## config.mk

```make
export PLATFORM = sky130hd
export DESIGN_NAME = muldiv_ctrl
export DESIGN_NICKNAME = d
export VERILOG_FILES = /design/src/rtl/muldiv_ctrl.sv
export SDC_FILE = /design/constraint.sdc
export NUM_CORES = 2
export LEC_CHECK = 0
export BUFFER_PORTS_ARGS = -buffer_cell sky130_fd_sc_hd__buf_2
export CORE_ASPECT_RATIO = 0.8
export CORE_UTILIZATION = 65
export CTS_CLUSTER_SIZE = 8
export DETAILED_ROUTE_END_ITERATION = 16
export PLACE_DENSITY = 0.87
export SETUP_SLACK_MARGIN = 0.15
export SKIP_LAST_GASP = 1
export SYNTH_ARGS = -nofsm -noshare
export SYNTH_HDL_FRONTEND = slang
export SYNTH_SLANG_ARGS = --single-unit
```

## constraint.sdc

```tcl
create_clock -name clk -period 9.75 [get_ports clk]
set_input_delay 1.95 -clock clk [delete_from_list [all_inputs] [get_ports clk]]
set_output_delay 1.95 -clock clk [all_outputs]
set_load 0.05 [all_outputs]
```

## src/rtl/muldiv_ctrl.sv

```systemverilog
// Execute-stage sequencer for MULT/MULTU/DIV/DIVU: stalls the pipeline while the
// multiplier or the 32-step restoring divider runs, then issues one HI/LO write.
module muldiv_ctrl #(
  parameter int         MUL_CYCLES = 2,
  parameter logic [4:0] OP_MULT    = 5'b01000,
  parameter logic [4:0] OP_MULTU   = 5'b01001,
  parameter logic [4:0] OP_DIV     = 5'b01010,
  parameter logic [4:0] OP_DIVU    = 5'b01011
) (
  input  logic        clk,
  input  logic        rst,
  input  logic        valid_i,
  input  logic [4:0]  op_i,
  input  logic [31:0] src_a_i,
  input  logic [31:0] src_b_i,
  input  logic        flush_i,
  output logic        stall_o,
  output logic        busy_o,
  output logic [31:0] hi_o,
  output logic [31:0] lo_o,
  output logic        hilo_we_o,
  output logic [1:0]  state_dbg
);

  typedef enum logic [1:0] {S_IDLE, S_MUL, S_DIV, S_DONE} state_t;

  localparam logic [7:0] MUL_LAST = 8'(MUL_CYCLES - 1);
  localparam logic [7:0] DIV_LAST = 8'd31;

  state_t      state, state_next;
  logic [31:0] opa, opb, rem;
  logic [7:0]  cnt;
  logic        sgn, neg_q, neg_r;

  // Handshake: an op is accepted only in IDLE on valid_i & ~flush_i with a
  // muldiv code; stall_o holds upstream until the DONE cycle, where the op
  // retires together with the single-cycle hilo_we_o strobe.
  logic is_mul, is_div, is_signed, start;
  assign is_mul    = (op_i == OP_MULT) || (op_i == OP_MULTU);
  assign is_div    = (op_i == OP_DIV)  || (op_i == OP_DIVU);
  assign is_signed = (op_i == OP_MULT) || (op_i == OP_DIV);
  assign start     = valid_i && !flush_i && (is_mul || is_div);

  logic [31:0] a_abs, b_abs;
  assign a_abs = (is_signed && src_a_i[31]) ? (~src_a_i + 32'd1) : src_a_i;
  assign b_abs = (is_signed && src_b_i[31]) ? (~src_b_i + 32'd1) : src_b_i;

  // Both operands sign- or zero-extended to 66 bits; low 64 bits of the
  // product are exact for either signedness.
  logic [65:0] mul_a, mul_b, prod;
  assign mul_a = {{34{sgn & opa[31]}}, opa};
  assign mul_b = {{34{sgn & opb[31]}}, opb};
  assign prod  = mul_a * mul_b;

  // One restoring step: opa doubles as the dividend/quotient shift register.
  logic [32:0] rem_sh, diff;
  logic        take;
  logic [31:0] rem_nx, quo_nx;
  assign rem_sh = {rem, opa[31]};
  assign diff   = rem_sh - {1'b0, opb};
  assign take   = !diff[32];
  assign rem_nx = take ? diff[31:0] : rem_sh[31:0];
  assign quo_nx = {opa[30:0], take};

  always_ff @(posedge clk) begin
    if (rst) begin
      state <= S_IDLE;
      opa   <= '0;
      opb   <= '0;
      rem   <= '0;
      cnt   <= '0;
      sgn   <= 1'b0;
      neg_q <= 1'b0;
      neg_r <= 1'b0;
      hi_o  <= '0;
      lo_o  <= '0;
    end else begin
      state <= state_next;
      case (state)
        S_IDLE: if (start) begin
          cnt   <= '0;
          rem   <= '0;
          sgn   <= is_signed;
          neg_q <= is_div && is_signed && (src_a_i[31] ^ src_b_i[31]);
          neg_r <= is_div && is_signed && src_a_i[31];
          opa   <= is_div ? a_abs : src_a_i;
          opb   <= is_div ? b_abs : src_b_i;
          if (is_div && src_b_i == 32'd0) begin
            hi_o <= src_a_i;
            lo_o <= 32'hFFFF_FFFF;
          end
        end
        S_MUL: begin
          cnt <= cnt + 8'd1;
          if (!flush_i && cnt == MUL_LAST) begin
            hi_o <= prod[63:32];
            lo_o <= prod[31:0];
          end
        end
        S_DIV: begin
          cnt <= cnt + 8'd1;
          rem <= rem_nx;
          opa <= quo_nx;
          if (!flush_i && cnt == DIV_LAST) begin
            lo_o <= neg_q ? (~quo_nx + 32'd1) : quo_nx;
            hi_o <= neg_r ? (~rem_nx + 32'd1) : rem_nx;
          end
        end
        default: ;
      endcase
    end
  end

  always_comb begin
    state_next = state;
    case (state)
      S_IDLE: if (start) begin
        if (is_mul)                  state_next = S_MUL;
        else if (src_b_i == 32'd0)   state_next = S_DONE;
        else                         state_next = S_DIV;
      end
      S_MUL:  if (cnt == MUL_LAST) state_next = S_DONE;
      S_DIV:  if (cnt == DIV_LAST) state_next = S_DONE;
      S_DONE: state_next = S_IDLE;
      default: state_next = S_IDLE;
    endcase
    if (flush_i) state_next = S_IDLE;
  end

  assign stall_o   = ((state == S_IDLE) && start) || (state == S_MUL) || (state == S_DIV);
  assign busy_o    = (state != S_IDLE);
  assign hilo_we_o = (state == S_DONE) && !flush_i;
  assign state_dbg = state;

endmodule

```

Yosys cells after proc, flatten, opt, wreduce, memory -nomap -nowiden
Index checks and enable logic that the tools add are counted.

Flip-flop bits (word level): 173. Output and inout bits: 69. Word-level logic and storage cells: 101.

Add/subtract/negate cells: 6. $mul: 1. Equality and inequality tests: 15. Multiplexer cells: 29. Bitwise logic cells: 7. Reductions and logical operators: 33.

Operators by type and width (number): $mux 32 (17); $pmux 32 s3 (2); $add 32x1->32 const B (4); $not 32->32 (4); $pmux 32 s2 (2); $mul 33x33->64 (1); $sub 33x32->33 (1); $logic_not 32->1 (1); $eq 5x4->1 const B (4); $pmux 8 s2 (1); $logic_and 1x1->1 (12); $ne 2x2->1 const B (6); $add 8x1->8 const B (1); $eq 8x1->1 const B (1); $eq 8x5->1 const B (1); $mux 2 (4); $mux 8 (1); $pmux 2 s4 (1); $logic_or 1x1->1 (6); $reduce_and 2->1 (3); $reduce_bool 2->1 (3); $reduce_and 5->1 (1); $eq 2x2->1 const B (2); $reduce_or 2->1 (2); 8 further kinds (10).

Longest topological paths before layout
Depth in word-level cells: 7. Mapped depth: 33.

Worst setup path before layout
OpenSTA, ideal clock, no wires.

Path type: reg-to-reg. From: reg opa[31]. To: reg hi_o[27]. Arrival time: 8.387 ns. Data required time: 9.689 ns. Path slack: 1.302 ns. Stages on the path, launching flop included: 27. Clock period less this slack: 8.448 ns. Cells stage by stage: dfxtp_1 > clkbuf_1 > clkbuf_1 > and3_1 > fa_1 > fa_1 > fa_1 > fa_1 > inv_1 > fa_1 > inv_1 > fa_1 > inv_1 > fa_1 > fa_1 > inv_1 > ha_1 > clkbuf_1 > nand4_1 > or3_1 > a2111oi_0 > o211ai_1 > a311oi_1 > or4b_1 > o21ai_0 > a32oi_1 > nand2_1.

Longest elaborated chain between the ends: 7. Elaborated cells between the ends (all ways): 10. Classes of those cells: 2 x add/sub; 1 x mul; 5 x mux; 2 x bitwise.

RTL lines: start: declaration (RTL line 31) `logic [31:0] opa, opb, rem;`; start signal: assignment (RTL line 86) `opa <= is_div ? a_abs : src_a_i;`; start signal: assignment (RTL line 103) `opa <= quo_nx;`; $sub 33x32->33 (RTL line 60) `assign diff = rem_sh - {1'b0, opb};`; $mux 32 (RTL line 62) `assign rem_nx = take ? diff[31:0] : rem_sh[31:0];`; $not 32->32 (RTL line 106) `hi_o <= neg_r ? (~rem_nx + 32'd1) : rem_nx;`; $add 32x1->32 (RTL line 106); $mux 32 (RTL line 106); $mux 32 (RTL line 104) `if (!flush_i && cnt == DIV_LAST) begin`; $pmux 32 s3 (*) (RTL line 79) `case (state)`; end signal: assignment (RTL line 89) `hi_o <= src_a_i;`; end signal: assignment (RTL line 96) `hi_o <= prod[63:32];`; end signal: assignment (RTL line 106); end: declaration (RTL line 19) `output logic [31:0] hi_o,`.

Mark *: on every way between the ends. The rest lies on a longest branch, timed or not. The select of a mux whose other input is x is not followed. A chain may end at the register's enable or synchronous reset.

Final worst setup path
From: reg opb[14]. To: reg hi_o[23].

Longest elaborated chain between the ends: 7. Elaborated cells between the ends (all ways): 9. Classes of those cells: 2 x add/sub; 1 x mul; 5 x mux; 1 x bitwise.

RTL lines: start: declaration (RTL line 31); start signal: assignment (RTL line 87) `opb <= is_div ? b_abs : src_b_i;`; $sub 33x32->33 (RTL line 60); $mux 32 (RTL line 62); $not 32->32 (RTL line 106); $add 32x1->32 (RTL line 106); $mux 32 (RTL line 106); $mux 32 (RTL line 104); $pmux 32 s3 (*) (RTL line 79).

Marks and branches as above.

==> impl_metrics.toml <==
[timing]
setup_viol = 0
fmax_ghz = 0.107
post-route-period-util_pct = 96.2
relSlewSlack_pct = 19.5
hold_violations = 0
skew_ns = 0.0246
whs_ns = 0.458
tightest_slew_ns = 1.21
period_needed_ns = 9.38
fin_setup_tns_ns = 0
rsz0062_at_grt = "yes"
slew_viol_final = 0

[global_routing]
grt_pass1_wl_microns = 258000
grt_max_degree = 91
grtUsageTotal_pct = 43.1
grt_remaining_overflow = 0
antenna_found_initial = 8
grt_pass1_vias = 45200

[synthesis]
ys_ff_latch = 173
synthesis.area_sq_mm = 0.0509
ys_top_cells_by_area = "fa_1 (44%), inv_1 (8.8%), nand2_1 (7.1%)"
synthDistinctLibCells = 90
yosysTopAreaCell = "fa_1"
synth_top_area_share_pct = 44.3
synth_nets = 7472
synth_edf_count = 0
syn_avg_cell_area_sq_um = 8.46
yosysSeqAreaShare_pct = 6.81
synthArstFlopShare_pct = 0
synth_ff_type = "dfxtp_1"
yosysWarnings = 0
synth_cells = 6017

[worst_setup_path]
crit_slowest_cell = "dfxtp_1"
worstSetupPathType = "reg2reg"
crit_top_cell = "fa_1"
path_buf_inv = 6
required_ns = 10.09
worst_path_dominant_cell_family = "adder cells"
startpoint_type = "flop"
cp.arrival_ns = 9.72
cp_max_fo = 18
critPathMaxStageDelay_ns = 0.99
worstSetupEndpointType = "flop"

[power_and_ir_drop]
peakVddDrop_uv = 125
p_leak_nw = 25.7
powerDensity_mw_per_mm2 = 38.2
p_total_mw = 2.04

[layout]
utilization_pct = 68.9
mostFrequentLayoutCell = "inv_1"
final_cells = 6990
layout-drive-gt1-share_pct = 6.71
area_growth_syn_to_layout_pct = 4.73
final_cell_mix = "inv_1 (1195), fa_1 (1125), nand2_1 (961)"
seq_area_sq_mm = 0.00350
fillers = 5853
multiInputGateArea_sq_mm = 0.0415
nets = 7401

[place]
io_buffers = 141
gp_congestion = 1.04
dpl.hpwl_microns = 133000
dp_cells = 6950

[floorplan]
num_rows = 91
start_util_pct = 65.8
chipHeight_microns = 252
die_x_microns = 315
dieArea_sq_mm = 0.0794
coreArea_sq_mm = 0.0773
io_pins = 142

[clock_tree]
insertion_delay_ns = 0.50
cts_buffer_depth = 2
cts_made_buffers = 17
clock-sinks = 173
cts_setup_buffers = 0
cts_root_buf = "clkbuf_16"
postCtsHoldBufs = 0
cts_tree = "built"
cts.clk_slew.worst_paths_ns = 0.08
htreeDepth = 4

[run_status]
status = "complete, but fails checks"
violations = "design-rule violations"

[route]
drt-total-wl_microns = 165000
drcViolationCount = 16
final_antenna_net_count = 0
firstDrtPassIters = 13
viasPerCell = 6.23
drt_iter0_markers = 4987
vias = 43600
avgRoutedWirePerCell_microns = 23.6

[run]
maxCapViolations = 0

[worst_hold_path]
min_path_type = "reg2reg"
-- timing repair --
item / CTS / global route
resized for setup: 0 / 30
endpoints found under the setup margin: 0 / 11
endpoints found under the hold margin: 0 / 0
-- state kept, by name, summed over array words and instances, names as in the netlist --
name,cells
opa,32
neg_q,1
sgn,1
lo_o,32
opb,32
state_dbg,2
hi_o,32
cnt,8
neg_r,1
rem,32
-- cells in the mapped netlist (all sizes together), types with 30 or more instances --
library cell / number
o21ai: 185
and3: 32
clkbuf: 318
a21o: 49
a21oi: 216
inv: 1197
or3: 30
a221oi: 38
xor2: 70
fa: 1126
xnor2: 130
nor3: 59
dfxtp: 173
ha: 256
and2: 323
nand3: 32
nor2: 306
nand2: 961
a31oi: 30
buf: 60
a211oi: 54
-- kinds of logic after synthesis --
kind of cell    share of synthesized area (%)
compound gates                           10.1
xor+xnor                                 3.44
fa+ha+maj                                50.6
buf+inv                                  11.7
flops                                    6.81
mux                                     0.507
simple gates                             16.9
-- per-stage QoR --
stage	area, sq um	worst slack, ns
3_5_place_dp	52600	0.276
4_1_cts	53200	0.185
5_1_grt	53300	0.132
3_3_place_gp	52600	0.565
6_report	53300	0.370
2_1_floorplan	50900	1.30
-- metal layers --
| layer | track usage, % | share of wire, % |
|---|---|---|
| met1 | 55.5 | 36 |
| met5 | 0 | 0.073 |
| met2 | 65.1 | 44 |
| met3 | 12.0 | 12 |
| met4 | 26.2 | 7.3 |
-- cell type report --
class	instances	share of cell area [%]
Clock inverter	14	0.284
Inverter	1197	8.43
Antenna cell	8	0.0376
Clock buffer	18	0.824
Sequential cell	173	6.57
Timing Repair Buffer	288	3.49
Tap cell	1023	2.40
Multi-Input combinational cell	4269	78.0
-- power breakdown --
part / leakage (nW) / switching, mW / internal (mW) / total [mW]
Combinational: 24.0 / 0.395 / 0.174 / 0.569
Sequential: 1.41 / 0.0255 / 0.711 / 0.737
Clock: 0.284 / 0.383 / 0.348 / 0.731
Total: 25.7 / 0.804 / 1.23 / 2.04
-- worst register-to-register path, cell delays in order, from the launching register on --
cell       delay, ns
dfxtp_1         0.99
buf_4           0.41
nand2_1         0.10
fa_1            0.46
fa_1            0.50
inv_1           0.06
fa_1            0.55
fa_1            0.45
fa_1            0.59
fa_1            0.45
fa_1            0.51
inv_1           0.05
fa_1            0.48
inv_1           0.05
ha_1            0.52
nand4_1         0.28
nor3_1          0.32
o211ai_1        0.31
a2111oi_1       0.57
buf_4           0.20
o211ai_1        0.22
a311oi_1        0.32
buf_4           0.19
xor2_1          0.06
a2111oi_0       0.53
nor4_1          0.08
-- path summary, 6_finish.rpt --
kind	startpoint	to	slack, ns	cells past startpoint
max	opb[14]	hi_o[23]	0.37	25
min reg2reg	hi_o[15]	hi_o[15]	0.46	2
min	hi_o[15]	hi_o[15]	0.46	2
max reg2reg	opb[14]	hi_o[23]	0.37	25
(Power assumes the default switching activity.)
